`src/rtl/deferred_step_control_if.sv`:
```
// ---------------------------------------------------------------------------
// deferred_step_control_if
//   Groups the step input, the bulk request handshake to the software checker,
//   the checker verdict and the result code returned to the simulation endpoint.
//
//   Signals
//     step         instructions committed this cycle (0 = none)
//     req_valid    bulk step request pending
//     req_ready    checker accepts the request this cycle
//     req_nstep    steps carried by the request, stable while req_valid
//     resp_valid   checker verdict present this cycle
//     resp_result  verdict: 0 none, 1 GOODTRAP, 2 EXCEED, 3 FAIL, 4 WARMUP
//     simv_result  result code to the endpoint (same encoding)
//
//   Modports
//     master  the step controller (drives the request and result code)
//     slave   the checker / environment side
// ---------------------------------------------------------------------------
interface deferred_step_control_if #(
    parameter int STEPWIDTH = 8,
    parameter int ACC_WIDTH = 32
);

    logic [STEPWIDTH-1:0] step;
    logic                 req_valid;
    logic                 req_ready;
    logic [ACC_WIDTH-1:0] req_nstep;
    logic                 resp_valid;
    logic [7:0]           resp_result;
    logic [7:0]           simv_result;

    modport master (
        input  step,
        input  req_ready,
        input  resp_valid,
        input  resp_result,
        output req_valid,
        output req_nstep,
        output simv_result
    );

    modport slave (
        output step,
        output req_ready,
        output resp_valid,
        output resp_result,
        input  req_valid,
        input  req_nstep,
        input  simv_result
    );

endinterface

```
`src/rtl/deferred_step_control.sv`:
```
// ---------------------------------------------------------------------------
// deferred_step_control
//   Batches per-cycle difftest step counts into occasional bulk requests to the
//   software checker and returns the checker's verdict to the simulation
//   endpoint as an 8-bit result code.
//
//   Parameters
//     STEPWIDTH       width of the per-cycle step count (must be < ACC_WIDTH)
//     ACC_WIDTH       width of the step accumulator and the request count
//     DEFER_INTERVAL  cycles between periodic flushes (>= 2)
//
//   Ports
//     clock   sole clock, rising edge
//     reset   asynchronous, active-low
//     bus     deferred_step_control_if.master:
//               step (in), req_valid/req_nstep (out), req_ready (in),
//               resp_valid/resp_result (in), simv_result (out)
//
//   States
//     IDLE  accumulating, waiting for the interval or a nearly full accumulator
//     REQ   request presented to the checker
//     WAIT  request accepted, waiting for the verdict
//     DONE  terminal verdict or accumulator overflow; nothing more is sent
// ---------------------------------------------------------------------------
module deferred_step_control #(
    parameter int STEPWIDTH      = 8,
    parameter int ACC_WIDTH      = 32,
    parameter int DEFER_INTERVAL = 1024
) (
    input  logic                    clock,
    input  logic                    reset,
    deferred_step_control_if.master bus
);

    localparam int CNT_WIDTH = $clog2(DEFER_INTERVAL);
    localparam logic [CNT_WIDTH-1:0] CNT_LAST = CNT_WIDTH'(DEFER_INTERVAL - 1);

    localparam logic [ACC_WIDTH-1:0] ACC_MAX  = '1;
    localparam logic [ACC_WIDTH-1:0] STEP_MAX =
        {{(ACC_WIDTH - STEPWIDTH){1'b0}}, {STEPWIDTH{1'b1}}};
    // Once the accumulator reaches this value one more maximal step could
    // overflow it, so it is flushed early instead of waiting for the interval.
    localparam logic [ACC_WIDTH-1:0] ACC_LIMIT = ACC_MAX - STEP_MAX;

    localparam logic [7:0] RES_NONE   = 8'd0;
    localparam logic [7:0] RES_FAIL   = 8'd3;
    localparam logic [7:0] RES_WARMUP = 8'd4;

    typedef enum logic [1:0] {
        ST_IDLE,
        ST_REQ,
        ST_WAIT,
        ST_DONE
    } state_t;

    state_t                 state_q, state_d;
    logic [ACC_WIDTH-1:0]   acc_q, acc_d;
    logic [CNT_WIDTH-1:0]   cnt_q, cnt_d;
    logic [ACC_WIDTH-1:0]   nstep_q, nstep_d;
    logic [7:0]             simv_q, simv_d;

    logic [ACC_WIDTH:0]     stepWide;
    logic [ACC_WIDTH:0]     sumWide;
    logic [ACC_WIDTH-1:0]   sumSat;
    logic                   cntLast;
    logic                   nearFull;
    logic                   flushNow;
    logic                   accBusy;
    logic                   satHit;
    logic                   respTerminal;
    logic                   respWarmup;

    // Shared arithmetic and decode. The sum keeps one carry bit so that an
    // overflow while a request is outstanding can be detected and clamped.
    always_comb begin
        stepWide     = {{(ACC_WIDTH + 1 - STEPWIDTH){1'b0}}, bus.step};
        sumWide      = {1'b0, acc_q} + stepWide;
        sumSat       = sumWide[ACC_WIDTH] ? ACC_MAX : sumWide[ACC_WIDTH-1:0];
        cntLast      = (cnt_q == CNT_LAST);
        nearFull     = (acc_q >= ACC_LIMIT);
        flushNow     = (state_q == ST_IDLE) && (sumWide != '0) && (cntLast || nearFull);
        accBusy      = (state_q == ST_REQ) || (state_q == ST_WAIT);
        satHit       = accBusy && (sumWide >= {1'b0, ACC_MAX});
        respTerminal = (bus.resp_result >= 8'd1) && (bus.resp_result <= 8'd3);
        respWarmup   = (bus.resp_result == RES_WARMUP);
    end

    // State register.
    always_ff @(posedge clock or negedge reset) begin
        if (!reset) begin
            state_q <= ST_IDLE;
        end else begin
            state_q <= state_d;
        end
    end

    // Next-state logic. Saturation while a request is outstanding wins over
    // both the handshake and any verdict arriving in the same cycle.
    always_comb begin
        state_d = state_q;
        case (state_q)
            ST_IDLE: begin
                if (flushNow) begin
                    state_d = ST_REQ;
                end
            end
            ST_REQ: begin
                if (satHit) begin
                    state_d = ST_DONE;
                end else if (bus.req_ready) begin
                    state_d = ST_WAIT;
                end
            end
            ST_WAIT: begin
                if (satHit) begin
                    state_d = ST_DONE;
                end else if (bus.resp_valid) begin
                    state_d = respTerminal ? ST_DONE : ST_IDLE;
                end
            end
            ST_DONE: begin
                state_d = ST_DONE;
            end
            default: begin
                state_d = ST_IDLE;
            end
        endcase
    end

    // Datapath next-state: accumulator, interval counter, request count and
    // result code. Steps are added in every non-terminal state, so a step that
    // coincides with a flush, handshake or verdict is never dropped. The result
    // code defaults to zero (making WARMUP a one-cycle pulse) and only holds
    // once the terminal state has been entered.
    always_comb begin
        acc_d   = acc_q;
        cnt_d   = cnt_q;
        nstep_d = nstep_q;
        simv_d  = (state_q == ST_DONE) ? simv_q : RES_NONE;
        case (state_q)
            ST_IDLE: begin
                if (flushNow) begin
                    acc_d   = '0;
                    cnt_d   = '0;
                    nstep_d = sumSat;
                end else begin
                    acc_d = sumSat;
                    cnt_d = cntLast ? '0 : cnt_q + 1'b1;
                end
            end
            ST_REQ: begin
                acc_d = satHit ? ACC_MAX : sumWide[ACC_WIDTH-1:0];
                if (satHit) begin
                    simv_d = RES_FAIL;
                end
            end
            ST_WAIT: begin
                acc_d = satHit ? ACC_MAX : sumWide[ACC_WIDTH-1:0];
                if (satHit) begin
                    simv_d = RES_FAIL;
                end else if (bus.resp_valid) begin
                    if (respTerminal) begin
                        simv_d = bus.resp_result;
                    end else if (respWarmup) begin
                        simv_d = RES_WARMUP;
                    end else begin
                        simv_d = RES_NONE;
                    end
                end
            end
            default: begin
                acc_d = acc_q;
            end
        endcase
    end

    // Datapath registers.
    always_ff @(posedge clock or negedge reset) begin
        if (!reset) begin
            acc_q   <= '0;
            cnt_q   <= '0;
            nstep_q <= '0;
            simv_q  <= RES_NONE;
        end else begin
            acc_q   <= acc_d;
            cnt_q   <= cnt_d;
            nstep_q <= nstep_d;
            simv_q  <= simv_d;
        end
    end

    // Outputs are taken straight from registered state.
    always_comb begin
        bus.req_valid   = (state_q == ST_REQ);
        bus.req_nstep   = nstep_q;
        bus.simv_result = simv_q;
    end

endmodule

```
`src/flat_wrapper.sv`:
```
// flat-port wrapper written by rule: the top's interface ports become plain ports
module deferred_step_control_flat 
#(
    parameter int STEPWIDTH      = 8,
    parameter int ACC_WIDTH      = 32,
    parameter int DEFER_INTERVAL = 1024
)
  (clock, reset, bus_step, bus_req_ready, bus_resp_valid, bus_resp_result, bus_req_valid, bus_req_nstep, bus_simv_result);
  deferred_step_control_if #(.STEPWIDTH(STEPWIDTH), .ACC_WIDTH(ACC_WIDTH)) bus_i ();
  input  logic clock;
  input  logic reset;
  input wire logic [$bits(bus_i.step)-1:0] bus_step;
  input wire logic [$bits(bus_i.req_ready)-1:0] bus_req_ready;
  input wire logic [$bits(bus_i.resp_valid)-1:0] bus_resp_valid;
  input wire logic [$bits(bus_i.resp_result)-1:0] bus_resp_result;
  output wire logic [$bits(bus_i.req_valid)-1:0] bus_req_valid;
  output wire logic [$bits(bus_i.req_nstep)-1:0] bus_req_nstep;
  output wire logic [$bits(bus_i.simv_result)-1:0] bus_simv_result;
  assign bus_i.step = bus_step;
  assign bus_i.req_ready = bus_req_ready;
  assign bus_i.resp_valid = bus_resp_valid;
  assign bus_i.resp_result = bus_resp_result;
  assign bus_req_valid = bus_i.req_valid;
  assign bus_req_nstep = bus_i.req_nstep;
  assign bus_simv_result = bus_i.simv_result;
  deferred_step_control #(.STEPWIDTH(STEPWIDTH), .ACC_WIDTH(ACC_WIDTH), .DEFER_INTERVAL(DEFER_INTERVAL)) u_core (.clock(clock), .reset(reset), .bus(bus_i));
endmodule
```
`config.mk`:
```
export PLATFORM = sky130hd
export DESIGN_NAME = deferred_step_control_flat
export DESIGN_NICKNAME = d
export VERILOG_FILES = /design/src/rtl/deferred_step_control_if.sv /design/src/rtl/deferred_step_control.sv /design/src/flat_wrapper.sv
export SDC_FILE = /design/constraint.sdc
export NUM_CORES = 1
export LEC_CHECK = 0
export CAP_MARGIN = 0
export CELL_PAD_IN_SITES_DETAIL_PLACEMENT = 1
export CELL_PAD_IN_SITES_GLOBAL_PLACEMENT = 1
export CORE_MARGIN = 1
export CORE_UTILIZATION = 43
export CTS_CLUSTER_DIAMETER = 100
export DETAILED_ROUTE_END_ITERATION = 10
export GPL_TIMING_DRIVEN = 0
export PLACE_DENSITY = 0.86
export SLEW_MARGIN = 20
export SYNTH_ARGS = -nofsm -noshare
export SYNTH_HDL_FRONTEND = slang
export SYNTH_SLANG_ARGS = --single-unit
export TNS_END_PERCENT = 5
```
`constraint.sdc`:
```
create_clock -name clock -period 4.6 [get_ports clock]
set_input_delay 0.92 -clock clock [delete_from_list [all_inputs] [get_ports clock]]
set_output_delay 0.92 -clock clock [all_outputs]
set_load 0.05 [all_outputs]
```
== Word level (Yosys, flattened, before mapping) ==
Cells that the tools add are included.

* Register bits after elaboration: 84
* Latch bits: 0
* Bits in writable memories: 0
* Bits in read-only memories: 0
* Input bits: 20
* Output and inout port bits: 41
* Word-level logic and storage cells: 51
* Memories: 0

* Add/subtract/negate cells: 2
* $mul: 0
* Divide/modulo/power cells: 0
* Magnitude comparators: 4
* Eq/ne operators: 8
* Shift operators: 0
* Muxes and demuxes: 20
* Bitwise gates (word level): 0
* Reductions and logical operators: 12

{| class="wikitable"
|+ Operators by type and width
! kind !! number
|-
| 2-to-1 mux 32 bit || 3
|-
| one-hot mux 32 bit (2 select lines) || 1
|-
| 2-to-1 mux 8 bit || 5
|-
| adder 32 x 8 -> 33 bit || 1
|-
| >= comparator 33 x 32 -> 1 bit (second input constant) || 1
|-
| nonzero test 33 bit || 1
|-
| >= comparator 32 bit (second input constant) || 1
|-
| 2-to-1 mux 10 bit || 2
|-
| one-hot mux 8 bit (2 select lines) || 1
|-
| 2-to-1 mux 2 bit || 6
|-
| adder 10 x 1 -> 10 bit (second input constant) || 1
|-
| == test 10 bit (second input constant) || 1
|-
| == test 8 x 3 -> 1 bit (second input constant) || 1
|-
| >= comparator 8 x 1 -> 1 bit (second input constant) || 1
|-
| <= comparator 8 x 2 -> 1 bit (second input constant) || 1
|-
| one-hot mux 2 bit (4 select lines) || 1
|-
| inequality test 3 x 2 -> 1 bit (second input constant) || 2
|-
| == test 2 bit (second input constant) || 2
|-
| logical AND 1 bit || 4
|-
| 2-to-1 mux 3 bit || 1
|-
| AND reduction 3 bit || 1
|-
| == test 2 x 1 -> 1 bit (second input constant) || 1
|-
| logical NOT 2 bit || 1
|-
| logical OR 1 bit || 2
|-
| 4 further kinds || 4
|}

== Depth between registers and ports, before layout ==
Gate-level depths: netlist of the first run.

* Depth after elaboration: 6
* Depth in mapped cells: 15
* Gate-level depth less buffers: 13

== Least setup slack after synthesis of the first run ==
OpenSTA, ideal clock, no wires.

* Path type: input port to flip-flop
* Start point: input port bus_step[0]
* End point: register u_core.acc_q[21]
* Data arrival time: 4.204 ns
* Data required time: 4.523 ns
* Setup slack: 0.319 ns
* Stages on the path: 13
* Path buffers: 0
* Cell sequence: ha_1 > inv_1 > fa_1 > nand2b_1 > a21o_1 > a2111oi_0 > xnor2_1 > nand3_1 > or4b_4 > o41ai_4 > a21oi_2 > a31o_1 > a21oi_1

* Word-level cells in the longest chain between the ends: 6

{| class="wikitable"
|+ RTL lines
! what !! line !! source
|-
| start, declared || flat_wrapper.sv:12 || <nowiki>input wire logic [$bits(bus_i.step)-1:0] bus_step;</nowiki>
|-
| adder 32 x 8 -> 33 bit (*) || deferred_step_control.sv:77 || <nowiki>sumWide = {1'b0, acc_q} + stepWide;</nowiki>
|-
| branches (longest 4 deep; another with >= comparator 33 x 32 -> 1 bit) || -- ||
|-
| one-hot mux 32 bit (2 select lines) (*) || deferred_step_control.sv:140 || <nowiki>case (state_q)</nowiki>
|-
| end signal, assigned || deferred_step_control.sv:180 || <nowiki>acc_q <= '0;</nowiki>
|-
| end signal, assigned || deferred_step_control.sv:185 || <nowiki>acc_q <= acc_d;</nowiki>
|-
| end, declared || deferred_step_control.sv:57 || <nowiki>logic [ACC_WIDTH-1:0] acc_q, acc_d;</nowiki>
|}

Every way passes the cells marked *.
A chain may end at the register's enable or synchronous reset.

== Worst setup path in the final report of the first run ==
* Start point: input port bus_step[3]
* End point: register u_core.acc_q[22]

Same word-level chain as after synthesis.

==> qor.yml, run 1 <==
status:
  status: "finished with violations"
  violations: "setup timing"
logic_synthesis:
  synth_top_area_share_pct: 39.9
  synth_edf_count: 0
  synth_nets: 658
  synth_top_area_cell: "dfrtp_1"
  yosysWarnings: 0
  synth_area_leaders: "dfrtp_1 (40%), nand2_1 (6.0%), o21ai_0 (5.8%)"
  synthCells: 623
  async_flop_share_pct: 100
  synth_adder_area_share_pct: 3.70
  synth-xor-area-share_pct: 4.49
  synth.distinct_cells: 61
  synth_area_um2: 5270
  synth_ff_type: "dfrtp_1"
  synth-simple-area-share_pct: 23.0
  synth_top_family_by_area: "compound AO/OA/AOI/OAI gates"
  yosysSeqAreaShare_pct: 39.9
  yosys_register_bits: 84
  syn_area_per_cell_um2: 8.46
  synthMuxAreaShare_pct: 0.380
  synth_compound_area_share_pct: 24.9
timing:
  clock.fmax_mhz: 211
  slew_violations: 0
  rsz0062_at_grt: "yes"
  fin_worst_skew_ps: 11.8
  worstMarginPinSlew_ps: 827
  setup_ws_ps: -141
  finalCriticalPeriod_ps: 4740
  setup_violations: 25
  slew_headroom_pct: 44.4
  hold_violations: 0
  tns_ps: -662
  period_share_pct: 103
  fin_hold_ws_ps: 479
routing:
  wl_met1_um: 8540
  drc: 0
  wl_met2_um: 10400
  drtAntennaViolNets: 0
  firstDrtPassIters: 5
  wl_met3_um: 1650
  wirelength_um: 21900
  via_per_inst: 6.51
  highest_layer: "met4"
  dr.first_iter.drc_count: 436
  avgRoutedWirePerCell_um: 25.0
  vias: 5705
clocking:
  clock_path_buffers: 2
  cts_tree: "done"
  clkLatencyLatePin_ps: 360
  numClockSinks: 84
  hold_buffers: 0
  path_clk_slew_ps: 70
  htreeDepth: 3
  root_buffer: "clkbuf_16"
  cts_buffers: 9
die:
  dieArea_um2: 12700
  die_h_um: 113
  fp.dieW_um: 113
  fp.coreArea_um2: 12000
  start_util_pct: 44.1
  rows: 40
  pin_count: 61
global_routing:
  antenna_found_initial: 0
  gr-total-overflow: 0
  grt_first_pass_wirelength_um: 32300
  grtUsageTotal_pct: 33.5
  grt_max_degree: 58
  grt_pass1_vias: 5708
critical_path:
  timing.rr.start: "u_core.acc_q[19]$_DFFE_PN0P_"
  worstSetupEndpointType: "flop"
  reg2reg_slack_ps: 350
  crit_path_max_fanout: 10
  crit_required_ps: 4870
  worstSetupEndpoint: "u_core.acc_q[22]$_DFFE_PN0P_"
  critPathKind: "in2reg"
  worstReg2RegEnd: "u_core.acc_q[3]$_DFFE_PN0P_"
  reg2reg_depth: 12
  cp.arrival_ps: 5010
  startpoint_type: "input pin"
  cp-startpoint: "bus_step[3]"
run:
  maxCapViolations: 0
power:
  p_comb_share_pct: 47.0
  max-vdd-ir-drop_mv: 0.181
  seqPwrFrac_pct: 28.1
  sw_frac_of_total_pct: 42.4
  p_total_mw: 3.14
  power_density_nw_per_um2: 439
  p_clk_share_pct: 24.9
  p_switching_mw: 1.33
  intPower_mw: 1.81
  p_leak_nw: 3.18
final_layout:
  nFillCells: 1347
  finalNetCount: 759
  fin_cells: 876
  area_growth_pct: 35.5
  antenna_cells: 0
  drive_above_1_share_pct: 18.2
worst_hold_path:
  min_path_type: "reg2reg"
place:
  placedCellCount: 831
  dp_hpwl_um: 14300
  io_buffers: 60
  dp_slack_ps: -1170
  gp_congestion: 0.939
==> synth_stat cells (4+ instances only) <==
cell and count:
ha_1 14, clkbuf_1 23, dfrtp_1 84, and2_1 5, a21oi_1 44, o22ai_1 5
a21o_1 15, o211ai_1 4, or2_2 5, nand4_1 13, nor2_1 44, nand2b_1 6
nor4_1 5, o2bb2ai_1 4, and3_1 18, or3_1 7, nand3_1 30, a2bb2oi_1 23
a211oi_1 5, xor2_1 11, nor3_1 13, a31oi_1 6, inv_1 14, buf_2 10
nand2_1 84, o21ai_0 61, nor2b_1 5, and4_1 4, xnor2_1 16
==> per-stage QoR <==
stage | instance area [um^2] | utilization (%)
finish | 7140 | 59.7
floorplan | 5270 | -
CTS | 6670 | 55.8
detailed placement | 6080 | 50.8
global route | 7140 | 59.7
global placement | 6050 | 50.6
==> state kept, by name, indices dropped and copies added, names as in the netlist <==
| register | flops |
|---|---|
| u_core.acc_q | 32 |
| u_core.bus.req_nstep | 32 |
| u_core.bus.simv_result | 8 |
| u_core.cnt_q | 10 |
| u_core.state_q | 2 |
==> layout by cell type (no fill, tap or decap), types with 5 or more instances in the layout <==
master / instances
nor2_1: 42
nor2b_1: 5
inv_1: 14
a31oi_1: 5
or3_1: 7
clkbuf_16: 9
nand2b_1: 5
buf_4: 25
dfrtp_1: 84
buf_6: 5
clkdlybuf4s50_1: 57
nand4_1: 13
a21o_1: 14
xnor2_1: 9
o21ai_1: 5
a21oi_1: 36
a2bb2oi_1: 21
xor2_1: 8
ha_1: 10
nor3_1: 9
nand3_1: 28
clkbuf_1: 16
o21ai_0: 57
clkbuf_8: 5
buf_2: 6
xnor2_2: 6
nand2_1: 82
a21oi_2: 5
and3_1: 16
==> what timing repair did <==
| item | in CTS | in global routing |
|---|---|---|
| gates cloned | 2 | 1 |
| setup buffers | 8 | 18 |
| endpoints found under the setup margin | 76 | 70 |
| gates resized for setup | 47 | 67 |
| endpoints found under the hold margin | 0 | 0 |
| pin swaps | 3 | 29 |
==> logic make-up after synthesis <==
logic type	Yosys count
AND/OR/NAND/NOR	248
AO/OA/AOI/OAI	199
flip-flops	84
buffers and inverters	48
XOR/XNOR	27
adder cells (fa/ha/maj)	15
multiplexers	2
==> critical path, stage by stage <==
cell             delay (ps)
clkdlybuf4s50_1         410
ha_1                    370
o211ai_1                440
buf_4                   210
a21oi_4                  40
o21ai_2                 260
buf_6                   240
nor3_1                   90
xnor2_1                 480
nand3_2                 230
o41a_1                  480
nand3b_1                170
buf_12                  150
clkbuf_8                160
o21ai_0                 130
a22oi_1                 230
==> worst min-delay path by stage <==
stage | startpoint | endpoint | cells after the start
CTS | u_core.bus.req_nstep[20]$_DFFE_PN0P_ | u_core.bus.req_nstep[20]$_DFFE_PN0P_ | 1
global placement | u_core.bus.req_nstep[5]$_DFFE_PN0P_ | u_core.bus.req_nstep[5]$_DFFE_PN0P_ | 1
detailed placement | u_core.bus.req_nstep[20]$_DFFE_PN0P_ | u_core.bus.req_nstep[20]$_DFFE_PN0P_ | 1
global route | u_core.bus.req_nstep[15]$_DFFE_PN0P_ | u_core.bus.req_nstep[15]$_DFFE_PN0P_ | 1
finish | u_core.bus.req_nstep[20]$_DFFE_PN0P_ | u_core.bus.req_nstep[20]$_DFFE_PN0P_ | 1
floorplan | u_core.cnt_q[9]$_DFFE_PN0N_ | u_core.cnt_q[9]$_DFFE_PN0N_ | 1
==> area by class of cell <==
cell class                 count  area [um^2]  area share (%)
sequential                    84         2100            29.4
multi-input combinational    491         3410            47.8
timing repair buffer          90          878            12.3
tap                          147          184            2.57
buffer                        34          203            2.84
clock inverter                 5         58.8           0.823
clock buffer                  11          253            3.54
inverter                      14         52.6           0.736
==> routing by layer <==
metal / track usage [%] / up-vias
li1: - / 2470
met1: 42.4 / 2845
met2: 55.2 / 302
met3: 5.89 / 88
met4: 16.9 / 0
met5: 0 / -
==> power groups by stage <==
stage | Clock, mW | Sequential, mW | Combinational (mW)
final | 0.782 | 0.884 | 1.47
after global routing | 0.810 | 0.887 | 1.55
after CTS | 0.787 | 0.867 | 1.15
after detailed placement | 0 | 0.879 | 1.03
after global placement | 0 | 0.876 | 0.988
after floorplan | 0 | 0.859 | 0.721
(Power assumes the default switching activity.)
==> inputs of run 2 (changes only) <==
--- a/config.mk
+++ b/config.mk
@@ -14,7 +14,7 @@
 export DETAILED_ROUTE_END_ITERATION = 10
 export GPL_TIMING_DRIVEN = 0
 export PLACE_DENSITY = 0.86
-export SLEW_MARGIN = 20
+export SLEW_MARGIN = 0
 export SYNTH_ARGS = -nofsm -noshare
 export SYNTH_HDL_FRONTEND = slang
 export SYNTH_SLANG_ARGS = --single-unit
==> qor.yml, run 2 (same netlist as run 1, synthesis figures left out) <==
final_layout:
  final_cell_mix: "dfrtp_1 (84), nand2_1 (82), clkdlybuf4s50_1 (57), o21ai_0 (56), nor2_1 (43)"
  antenna_cells: 0  # unchanged
  drive_above_1_share_pct: 15.6  # -2.7 points
  nFillCells: 1381  # +2.5%
  area_growth_pct: 31.9
  finalNetCount: 749  # -1.3%
  layout_commonest_cell: "dfrtp_1"
clocking:
  root_buffer: "clkbuf_16"
  hold_buffers: 0  # unchanged
  path_clk_slew_ps: 60  # about the same
  numClockSinks: 84  # unchanged
  clkLatencyLatePin_ps: 350  # about the same
  cts_buffers: 9  # unchanged
  htreeDepth: 3  # unchanged
  cts_tree: "done"
  clock_path_buffers: 2  # unchanged
power:
  max-vdd-ir-drop_mv: 0.194  # +7.3%
  power_density_nw_per_um2: 427  # -2.8%
  p_leak_nw: 3.10  # -2.8%
  p_total_mw: 2.97  # -5.5%
critical_path:
  reg2reg_depth: 13  # +1
  crit_required_ps: 4870  # about the same
  cpMaxStageDelayCell: "o41a_1"
  crit_path_max_fanout: 10  # unchanged
  startpoint_type: "input pin"
  crit_chain: "clkdlybuf4s50_1, ha_1, o211ai_1, a21oi_4, o21ai_2, buf_6, nor3_1, xnor2_1, nand3_1, o41a_1, nand3b_1, buf_12, clkbuf_8, o21ai_0, a2bb2oi_1"
  critPathKind: "in2reg"
  worstSetupEndpointType: "flop"
  cp_slowest_stage_delay_ps: 520  # +40 ps
  cp.arrival_ps: 4860  # -150 ps
routing:
  drtAntennaViolNets: 0  # unchanged
  drc: 0  # unchanged
  wirelength_um: 20700  # -5.3%
  firstDrtPassIters: 5  # unchanged
  dr.first_iter.drc_count: 400  # -8.3%
  via_per_inst: 6.45  # -0.97%
  avgRoutedWirePerCell_um: 23.9  # -4.2%
  vias: 5585  # -2.1%
die:
  pin_count: 61  # unchanged
  die_h_um: 113  # unchanged
  dieArea_um2: 12700  # unchanged
  rows: 40  # unchanged
  start_util_pct: 44.1  # unchanged
  fp.dieW_um: 113  # unchanged
  fp.coreArea_um2: 12000  # unchanged
worst_hold_path:
  min_path_type: "in2async"
global_routing:
  grtUsageTotal_pct: 32.5  # -0.91 points
  gr-total-overflow: 0  # unchanged
  grt_first_pass_wirelength_um: 31600  # -2.3%
  grt_max_degree: 68  # +17%
  grt_pass1_vias: 5762  # +0.95%
  antenna_found_initial: 0  # unchanged
place:
  io_buffers: 60  # unchanged
  dp_hpwl_um: 14100  # -1.1%
  gp_congestion: 0.939  # unchanged
timing:
  setup_violations: 0  # -100%
  slew_violations: 0  # unchanged
  finalCriticalPeriod_ps: 4590  # -153 ps
  clock.fmax_mhz: 218  # +3.3%
  fin_worst_skew_ps: 8.40  # -3.36 ps
  period_share_pct: 99.7  # -3.3 points
  slew_headroom_pct: 42.2  # -2.2 points
  hold_violations: 0  # unchanged
  worstMarginPinSlew_ps: 860  # +33.0 ps
  fin_hold_ws_ps: 456  # -22.9 ps
run:
  maxCapViolations: 0  # unchanged
status:
  status: "finished clean"
[run 2: what timing repair did]
action,in CTS,in global routing
cloned,1,0
gates resized for setup,44,57
buffers inserted,8,10
setup endpoints to repair,76,70
pin swaps,3,24
hold endpoints to repair,0,0
[run 2: final timing paths]
check | start | to | slack (ps)
max | bus_step[3] | u_core.acc_q[4]$_DFFE_PN0P_ | 10
min | reset | u_core.bus.req_nstep[5]$_DFFE_PN0P_ | 460
max reg2reg | u_core.acc_q[19]$_DFFE_PN0P_ | u_core.state_q[1]$_DFFE_PN0P_ | 390
min reg2reg | u_core.bus.req_nstep[6]$_DFFE_PN0P_ | u_core.bus.req_nstep[6]$_DFFE_PN0P_ | 480
max in group asynchronous | reset | u_core.acc_q[21]$_DFFE_PN0P_ | 3490
min in group clock | u_core.bus.req_nstep[6]$_DFFE_PN0P_ | u_core.bus.req_nstep[6]$_DFFE_PN0P_ | 480
[run 2: report_power, final]
| group | switching [mW] | internal, mW |
|---|---|---|
| Sequential | 0.0685 | 0.808 |
| Combinational | 0.856 | 0.480 |
| Clock | 0.319 | 0.436 |
| Total | 1.24 | 1.72 |
[run 2: per-layer routing]
layer	up-vias	global-route usage [%]	routed length, um	part of all wire (%)
li1	2458	-	-	-
met1	2766	40.0	8320	40
met2	278	53.3	9680	47
met3	83	6.16	1560	7.5
met4	0	19.5	1140	5.5
met5	-	0	0	0
[run 2: per-stage QoR]
stage	cell area, um^2	std cells	util [%]	setup TNS, ps	worst slack, ps
floorplan	5270	623	-	0	319
global placement	6050	830	50.6	-109080	-1070
detailed placement	6080	831	50.8	-79360	-1190
CTS	6630	856	55.4	-33.8	-13.9
global route	6950	866	58.1	-1240	-66.3
finish	6950	866	58.1	0	12.5
[run 2: cell type report]
cell class	count	area, um^2	share of cell area, %
inverters	14	52.6	0.756
flip-flops and latches	84	2100	30.2
multi-input cells	491	3310	47.7
plain buffers	34	214	3.08
clock buffers	12	246	3.55
well taps	147	184	2.65
clock inverters	4	48.8	0.702
repair buffers	80	790	11.4
[run 2: critical path, delay by kind of cell]
kind / cells / cell delay [ps]
AND/OR/NAND/NOR: 3 / 540
XOR/XNOR: 1 / 450
buffers and inverters: 4 / 950
AO/OA/AOI/OAI: 6 / 1650
adder cells (fa/ha/maj): 1 / 370
